File: config.mk
export PLATFORM = sky130hd
export DESIGN_NAME = parity_stream_gen
export DESIGN_NICKNAME = d
export VERILOG_FILES = /design/src/rtl/parity_stream_gen.sv
export SDC_FILE = /design/constraint.sdc
export NUM_CORES = 1
export LEC_CHECK = 0
export BUFFER_PORTS_ARGS = -buffer_cell sky130_fd_sc_hd__buf_2
export CAP_MARGIN = 20
export CORE_MARGIN = 2
export CORE_UTILIZATION = 30
export CTS_CLUSTER_DIAMETER = 40
export DETAILED_ROUTE_END_ITERATION = 8
export GPL_ROUTABILITY_DRIVEN = 0
export GPL_TIMING_DRIVEN = 0
export PLACE_DENSITY_LB_ADDON = 0.25
export SLEW_MARGIN = 20
export SYNTH_ARGS = -nofsm -noshare
export SYNTH_HDL_FRONTEND = slang
export SYNTH_SLANG_ARGS = --single-unit
File: constraint.sdc
create_clock -name clk -period 2.8 [get_ports clk]
set_input_delay 0.7 -clock clk [delete_from_list [all_inputs] [get_ports clk]]
set_output_delay 0.7 -clock clk [all_outputs]
set_load 0.01 [all_outputs]
File: src/rtl/parity_stream_gen.sv
// parity_stream_gen
//
// Streaming parity generator with a single registered output stage.
// For every accepted input word it produces:
//   - the word parity under the frame's parity mode (even/odd),
//   - an optional check of a received parity bit against the computed one,
//   - on the final beat of a frame, the frame-level parity and the beat count.
// It also keeps a saturating count of beats whose received parity was wrong.
//
// Parameters:
//   DATA_W  data word width in bits (>= 1)
//   LEN_W   width of the saturating frame beat counter
//   ERR_W   width of the saturating parity-error counter
//
// Ports:
//   clk            rising-edge clock
//   rst_n          asynchronous active-low reset
//   mode           0 = even parity, 1 = odd parity; taken from the first beat of a frame
//   chk_en         compare in_par against the computed word parity
//   err_clr        synchronous clear of err_cnt
//   in_valid       input beat valid
//   in_ready       input beat accepted when in_valid & in_ready
//   in_data        input word
//   in_par         received parity bit (only used when chk_en = 1)
//   in_last        final beat of frame
//   out_valid      output beat valid
//   out_ready      downstream accept
//   out_data       registered copy of in_data
//   out_par        parity bit of out_data under the frame's mode
//   out_last       registered in_last
//   out_err        received parity bit disagreed with the computed one
//   out_frame_par  frame parity, non-zero only on the last beat
//   out_frame_len  beats in frame including the last, non-zero only on the last beat
//   err_cnt        running count of accepted beats flagged with out_err

module parity_stream_gen #(
    parameter int unsigned DATA_W = 8,
    parameter int unsigned LEN_W  = 16,
    parameter int unsigned ERR_W  = 8
) (
    input  logic              clk,
    input  logic              rst_n,
    input  logic              mode,
    input  logic              chk_en,
    input  logic              err_clr,
    input  logic              in_valid,
    output logic              in_ready,
    input  logic [DATA_W-1:0] in_data,
    input  logic              in_par,
    input  logic              in_last,
    output logic              out_valid,
    input  logic              out_ready,
    output logic [DATA_W-1:0] out_data,
    output logic              out_par,
    output logic              out_last,
    output logic              out_err,
    output logic              out_frame_par,
    output logic [LEN_W-1:0]  out_frame_len,
    output logic [ERR_W-1:0]  err_cnt
);

    // Output register stage
    logic              out_valid_q, out_valid_d;
    logic [DATA_W-1:0] out_data_q, out_data_d;
    logic              out_par_q, out_par_d;
    logic              out_last_q, out_last_d;
    logic              out_err_q, out_err_d;
    logic              out_frame_par_q, out_frame_par_d;
    logic [LEN_W-1:0]  out_frame_len_q, out_frame_len_d;
    logic [ERR_W-1:0]  err_cnt_q, err_cnt_d;

    // Frame tracking state
    logic              in_frame_q, in_frame_d;
    logic              frame_mode_q, frame_mode_d;
    logic              acc_q, acc_d;
    logic [LEN_W-1:0]  cnt_q, cnt_d;

    // Per-beat combinational terms
    logic              accept;
    logic              first_beat;
    logic              eff_mode;
    logic              data_par;
    logic              word_par;
    logic              acc_next;
    logic [LEN_W-1:0]  cnt_next;
    logic              beat_err;

    // The output register can take a new beat when it is empty or being drained.
    assign in_ready = !out_valid_q || out_ready;
    assign accept   = in_valid && in_ready;

    always_comb begin
        first_beat = !in_frame_q;
        // The mode input only matters on the first beat; later beats reuse the latched mode.
        eff_mode   = first_beat ? mode : frame_mode_q;
        data_par   = ^in_data;
        word_par   = data_par ^ eff_mode;
        // Accumulator restarts on the first beat so a dropped frame leaves no residue.
        acc_next   = (first_beat ? 1'b0 : acc_q) ^ data_par;
        if (first_beat) begin
            cnt_next = LEN_W'(1);
        end else if (cnt_q == {LEN_W{1'b1}}) begin
            cnt_next = cnt_q;
        end else begin
            cnt_next = cnt_q + LEN_W'(1);
        end
        beat_err   = chk_en && (in_par != word_par);
    end

    // Output stage and frame state next-state logic
    always_comb begin
        out_valid_d     = out_valid_q;
        out_data_d      = out_data_q;
        out_par_d       = out_par_q;
        out_last_d      = out_last_q;
        out_err_d       = out_err_q;
        out_frame_par_d = out_frame_par_q;
        out_frame_len_d = out_frame_len_q;
        in_frame_d      = in_frame_q;
        frame_mode_d    = frame_mode_q;
        acc_d           = acc_q;
        cnt_d           = cnt_q;

        if (accept) begin
            out_valid_d = 1'b1;
            out_data_d  = in_data;
            out_par_d   = word_par;
            out_last_d  = in_last;
            out_err_d   = beat_err;
            if (first_beat) begin
                frame_mode_d = mode;
            end
            if (in_last) begin
                out_frame_par_d = acc_next ^ eff_mode;
                out_frame_len_d = cnt_next;
                in_frame_d      = 1'b0;
                acc_d           = 1'b0;
                cnt_d           = '0;
            end else begin
                out_frame_par_d = 1'b0;
                out_frame_len_d = '0;
                in_frame_d      = 1'b1;
                acc_d           = acc_next;
                cnt_d           = cnt_next;
            end
        end else if (out_ready) begin
            out_valid_d = 1'b0;
        end
    end

    // Error counter: counts accepted error beats, independent of output handshakes.
    always_comb begin
        err_cnt_d = err_cnt_q;
        if (err_clr) begin
            // A clear coinciding with an error beat leaves that beat counted.
            err_cnt_d = (accept && beat_err) ? ERR_W'(1) : '0;
        end else if (accept && beat_err && (err_cnt_q != {ERR_W{1'b1}})) begin
            err_cnt_d = err_cnt_q + ERR_W'(1);
        end
    end

    always_ff @(posedge clk or negedge rst_n) begin
        if (!rst_n) begin
            out_valid_q     <= 1'b0;
            out_data_q      <= '0;
            out_par_q       <= 1'b0;
            out_last_q      <= 1'b0;
            out_err_q       <= 1'b0;
            out_frame_par_q <= 1'b0;
            out_frame_len_q <= '0;
            err_cnt_q       <= '0;
            in_frame_q      <= 1'b0;
            frame_mode_q    <= 1'b0;
            acc_q           <= 1'b0;
            cnt_q           <= '0;
        end else begin
            out_valid_q     <= out_valid_d;
            out_data_q      <= out_data_d;
            out_par_q       <= out_par_d;
            out_last_q      <= out_last_d;
            out_err_q       <= out_err_d;
            out_frame_par_q <= out_frame_par_d;
            out_frame_len_q <= out_frame_len_d;
            err_cnt_q       <= err_cnt_d;
            in_frame_q      <= in_frame_d;
            frame_mode_q    <= frame_mode_d;
            acc_q           <= acc_d;
            cnt_q           <= cnt_d;
        end
    end

    assign out_valid     = out_valid_q;
    assign out_data      = out_data_q;
    assign out_par       = out_par_q;
    assign out_last      = out_last_q;
    assign out_err       = out_err_q;
    assign out_frame_par = out_frame_par_q;
    assign out_frame_len = out_frame_len_q;
    assign err_cnt       = err_cnt_q;

endmodule

# After elaboration in Yosys (flattened, before gate mapping)
# Cells that the tools add are included.
# word_totals
out_inout_bits	38
regBits	56
elab_cells	43
# op_classes
mux	14
bitwise	3
eq_ne	3
n_addsub	2
reduce_logical	9
# ops
operator	n
16-bit two-way mux	4
16-bit by 1-bit adder with 16-bit output, second input constant	1
16-bit == test, second input constant	1
8-bit two-way mux	2
8-bit by 1-bit adder with 8-bit output, second input constant	1
1-bit two-way mux	8
8-bit != test, second input constant	1
8-bit XOR reduction	1
1-bit logical AND	4
2-bit nonzero test	2
1-bit bitwise XOR	3
1-bit logical NOT	1
1-bit logical OR	1
1-bit != test	1

# Logic depth before layout (Yosys ltp)
# logic_depth
depth_word	8
mapped_depth	8
mapped_depth_nobuf	7

# Least setup slack after synthesis
# OpenSTA, ideal clock, no wires.
# synth_path
path_type	input to register
startpoint	input in_data[6]
endpoint	register err_cnt_q[2], in the netlist err_cnt[2]
path_stages	7
t_required_ns	2.723
setup_slack_ns	0.249
t_arrival_ns	2.473
path_buffers	1
path_cell_list	xnor2_1 -> xnor2_1 -> xor3_2 -> xor2_2 -> buf_6 -> or4_1 -> a21oi_1
# synth_between
elab_chain_cells	7
# synth_rtl
item	line_no	text
from (decl)	48	input logic [DATA_W-1:0] in_data,
8-bit XOR reduction	96	data_par = ^in_data;
1-bit bitwise XOR	97	word_par = data_par ^ eff_mode;
1-bit != test	107	beat_err = chk_en && (in_par != word_par);
1-bit logical AND	107	
1-bit logical AND (2 in series)	157	end else if (accept && beat_err && (err_cnt_q != {ERR_W{1'b1}})) begin
2-bit nonzero test (no source line)	-	
to (signal assigned)	184	err_cnt_q <= err_cnt_d;
to (decl)	70	logic [ERR_W-1:0] err_cnt_q, err_cnt_d;
# No other way between the ends.
# A chain may end at the register's enable or synchronous reset.

# Final worst setup path
# layout_path
startpoint	register cnt_q[0]
endpoint	register out_frame_len_q[0], in the netlist out_frame_len[0]
# layout_between
elab_chain_cells	4
word_cells_on_any_way	5
# layout_rtl
item	line_no	text
from (decl)	76	logic [LEN_W-1:0] cnt_q, cnt_d;
from (signal assigned)	188	cnt_q <= cnt_d;
16-bit by 1-bit adder with 16-bit output or 16-bit == test (tied branches)	105, 102	
16-bit two-way mux *	102	end else if (cnt_q == {LEN_W{1'b1}}) begin
16-bit two-way mux *	100	if (first_beat) begin
16-bit two-way mux *	133	if (in_last) begin
to (signal assigned)	183	out_frame_len_q <= out_frame_len_d;
to (decl)	69	logic [LEN_W-1:0] out_frame_len_q, out_frame_len_d;
# Mark *: on every way between the ends. The rest lies on a longest branch, timed or not.

==> results.ini <==
[timing]
timing.final.crit_share_pct = 91.4
clock_skew_ns = 0.0102
timing_worst_slew_pin_value_ns = 0.777
rsz0062_at_grt = false
timing.final.setup_violations = 0
hold_viol = 0
worst_slew_margin_rel_pct = 47.7
min_period_ns = 2.56
slew_violations = 0
fmax_ghz = 0.391

[synth]
post_synth_instance_area_sq_um = 2880
yosys.area_share.xor_xnor_pct = 7.82
multiplexer_fraction_of_the_synthesized_cell_area_pct = 0.695
library_cells_used_by_synthesis = 40
synth-compound-area-share_pct = 19.0
simple_gate_share_of_the_synthesized_area_pct = 19.8
yosys.area_share.adder_pct = 0.868
synth.top_cell.area_share_pct = 48.6
netlist_instances = 314
synthTopCellsByArea = dfrtp_1 49%, nand2_1 8.3%, xnor2_1 5.2%, o21ai_0 4.5%, a21oi_1 3.5%
number_of_flops_mapped_to_enable_cells_by_yosys = 0
dominant_combinational_cell_family_by_area_after_synthesis = simple AND/OR/NAND/NOR gates
fraction_of_the_yosys_area_taken_by_sequential_cells_pct = 48.6
synthesis.nets = 333
yosys_warnings = 0
synth.avg_cell_area_sq_um = 9.18
async_set_or_reset_flop_fraction_in_the_synthesized_netlist_pct = 100
synth_top_flop_cell = dfrtp_1
synth_seq_cells = 56
netlist.top_cell.by_area = dfrtp_1

[final_layout]
layout_common_cells = 64 x nand2_1, 56 x dfrtp_1, 53 x buf_2
final_design_area_no_fill_sq_um = 3440
layout-drive-gt1-share_pct = 18.7
num_antenna_cells = 0
area_growth_syn_to_layout_pct = 19.5
most_common_library_cell_in_the_layout_ignoring_fill_and_taps = nand2_1
stdcell_count = 504
layout.filler_cells = 1001
final_core_util_pct = 37.1
fin_nets = 394

[cts]
post_cts.repair.setup_buffers = 0
tritoncts = done
library_cell_used_as_clock_root_buffer = clkbuf_8
cts.path.max_buffers = 2
number_of_sinks_driven_by_the_clock_tree = 56
post_cts.resized_instances = 0
clkTransAtPathRegs_ns = 0.11
cts-buffers-inserted = 5
cts_htree_levels = 2
clk-insertion-delay-late_ns = 0.31
ctsHoldBuffers = 0

[critical_path]
slowest_stage = nor3_2
crit_path_max_incr_delay_ns = 0.55
critical_path_arrival_ns = 2.77
worstPathRequired_ns = 3.01
path_max_fanout = 10
worst_r2r_path_depth = 7
path_class = register to register
worst_setup_path_start_kind = register
timing.critical_path.cells = ha_1 -> nand2_1 -> nor3_2 -> nand3_1 -> xnor2_1 -> a21oi_1 -> a21o_1
crit_path_capture_type = register

[placement]
dpl-instance-area_sq_um = 3320
port_buffers = 54
place.detailed.hpwl_um = 4850
dp.cells = 497

[grt]
grt_antenna_before_repair = 0
grt_pass1_wl_um = 12000
first_global_vias = 2416
global_route.overflow_total = 0
grt_usage_pct = 14.5
grt_start_max_net_pins = 57

[routing]
detail_route.first_pass.iterations = 4
drc = 0
drt-initial-drc-count = 98
wl_per_cell_um = 14.0
wl_um = 7080
viasPerCell = 4.90
routed_via_count = 2472
antenna_violating_nets_post_route = 0

[power_and_ir_drop]
power.switching_fraction_pct = 28.8
power_frac_comb_pct = 21.4
seq_power_share_pct = 46.9
power.clock.fraction_pct = 31.6
power_switching_mw = 0.567
power_density_nw_per_um2 = 571
internal-power_mw = 1.40
total_leakage_power_nw = 1.61
total_power_mw = 1.97
ir_worst_vdd_mv = 0.301

[die]
ioPinCount = 55
die_w_um = 102
floorplan.core_area_sq_um = 9280
die-height_um = 102
die_area_sq_um = 10400
rows = 35
floorplan.initialDensity_pct = 31.0

[run]
maxcap_violations = 0

[outcome]
outcome = complete, no violations

[hold_path]
timing.hold.worst.class = input port to asynchronous set/reset pin

[metrics by stage]
step	hold WS [ns]	setup WS (ns)	setup TNS, ns
after floorplan	0.404	0.249	0
after global routing	0.497	0.000613	0
final	0.456	0.241	0
after detailed placement	0.462	-0.100	-0.157
after CTS	0.487	0.219	0
after global placement	0.453	-0.0940	-0.123
[final timing paths]
kind	from	endpoint	slack, ns
max	cnt_q[0]$_DFFE_PN0P_	out_frame_len[0]$_DFFE_PN0P_	0.24
min	rst_n	cnt_q[8]$_DFFE_PN0P_	0.46
max reg2reg	cnt_q[0]$_DFFE_PN0P_	out_frame_len[0]$_DFFE_PN0P_	0.24
min reg2reg	out_frame_len[8]$_DFFE_PN0P_	out_frame_len[8]$_DFFE_PN0P_	0.48
max in group asynchronous	rst_n	out_frame_len[1]$_DFFE_PN0P_	1.87
min in group clk	out_frame_len[8]$_DFFE_PN0P_	out_frame_len[8]$_DFFE_PN0P_	0.48
[worst max-delay path: cells and delay by family, from the launching register on]
family	cells	cell delay, ns
fa+ha+maj	1	0.29
simple gates	3	1.14
xor+xnor	1	0.29
compound gates	2	0.26
flops	1	0.48
[cell families (layout without fill, tap and decap cells)]
family | count (synthesis) | in the layout
simple gates | 123 | 123
xor+xnor | 23 | 23
compound gates | 85 | 85
fa+ha+maj | 2 | 2
mux | 2 | 2
buf+inv | 23 | 84
flops | 56 | 56
[cell usage after synthesis (3+ instances only)]
library cell	instances
and3_1	11
nor2_1	14
a21o_1	6
a31oi_1	4
o31ai_1	8
dfrtp_1	56
nand2b_1	4
nand4_1	4
or4_1	6
o21ai_0	26
a21oi_1	20
nand2_1	64
clkbuf_1	15
xor2_1	4
xnor2_1	17
a22o_1	3
o21a_1	3
nand3_1	12
inv_1	5
[per-layer routing]
metal	part of all wire [%]	GRT usage, %	vias to the layer above	wire length, um
li1	-	-	1229	-
met1	49	20.3	1182	3480
met2	45	23.1	55	3190
met3	4.8	3.21	6	338
met4	0.99	3.38	0	70
met5	0	0	-	0
[registers in the layout (all words and copies together) (netlist names)]
register / count
out_data: 8
acc_q: 1
out_err: 1
cnt_q: 16
out_par: 1
in_frame_q: 1
out_frame_par: 1
out_valid: 1
out_frame_len: 16
err_cnt: 8
out_last: 1
frame_mode_q: 1
[power groups by stage]
stage               clock (mW)  sequential [mW]  combinational (mW)
global route             0.671            0.932               0.470
CTS                      0.639            0.922               0.431
floorplan                    0            0.953               0.258
detailed placement           0            0.936               0.430
global placement             0            0.934               0.427
finish                   0.622            0.923               0.421
[cell type report]
| type | count | area (sq um) | area share, % |
|---|---|---|---|
| clock inverters | 2 | 60.1 | 1.74 |
| well taps | 129 | 161 | 4.69 |
| flip-flops and latches | 56 | 1400 | 40.7 |
| multi-input cells | 235 | 1390 | 40.2 |
| plain buffers | 18 | 75.1 | 2.18 |
| repair buffers | 54 | 273 | 7.92 |
| clock buffers | 5 | 68.8 | 2.00 |
| inverters | 5 | 18.8 | 0.545 |
Note: power is estimated with default switching activity, not from simulation.
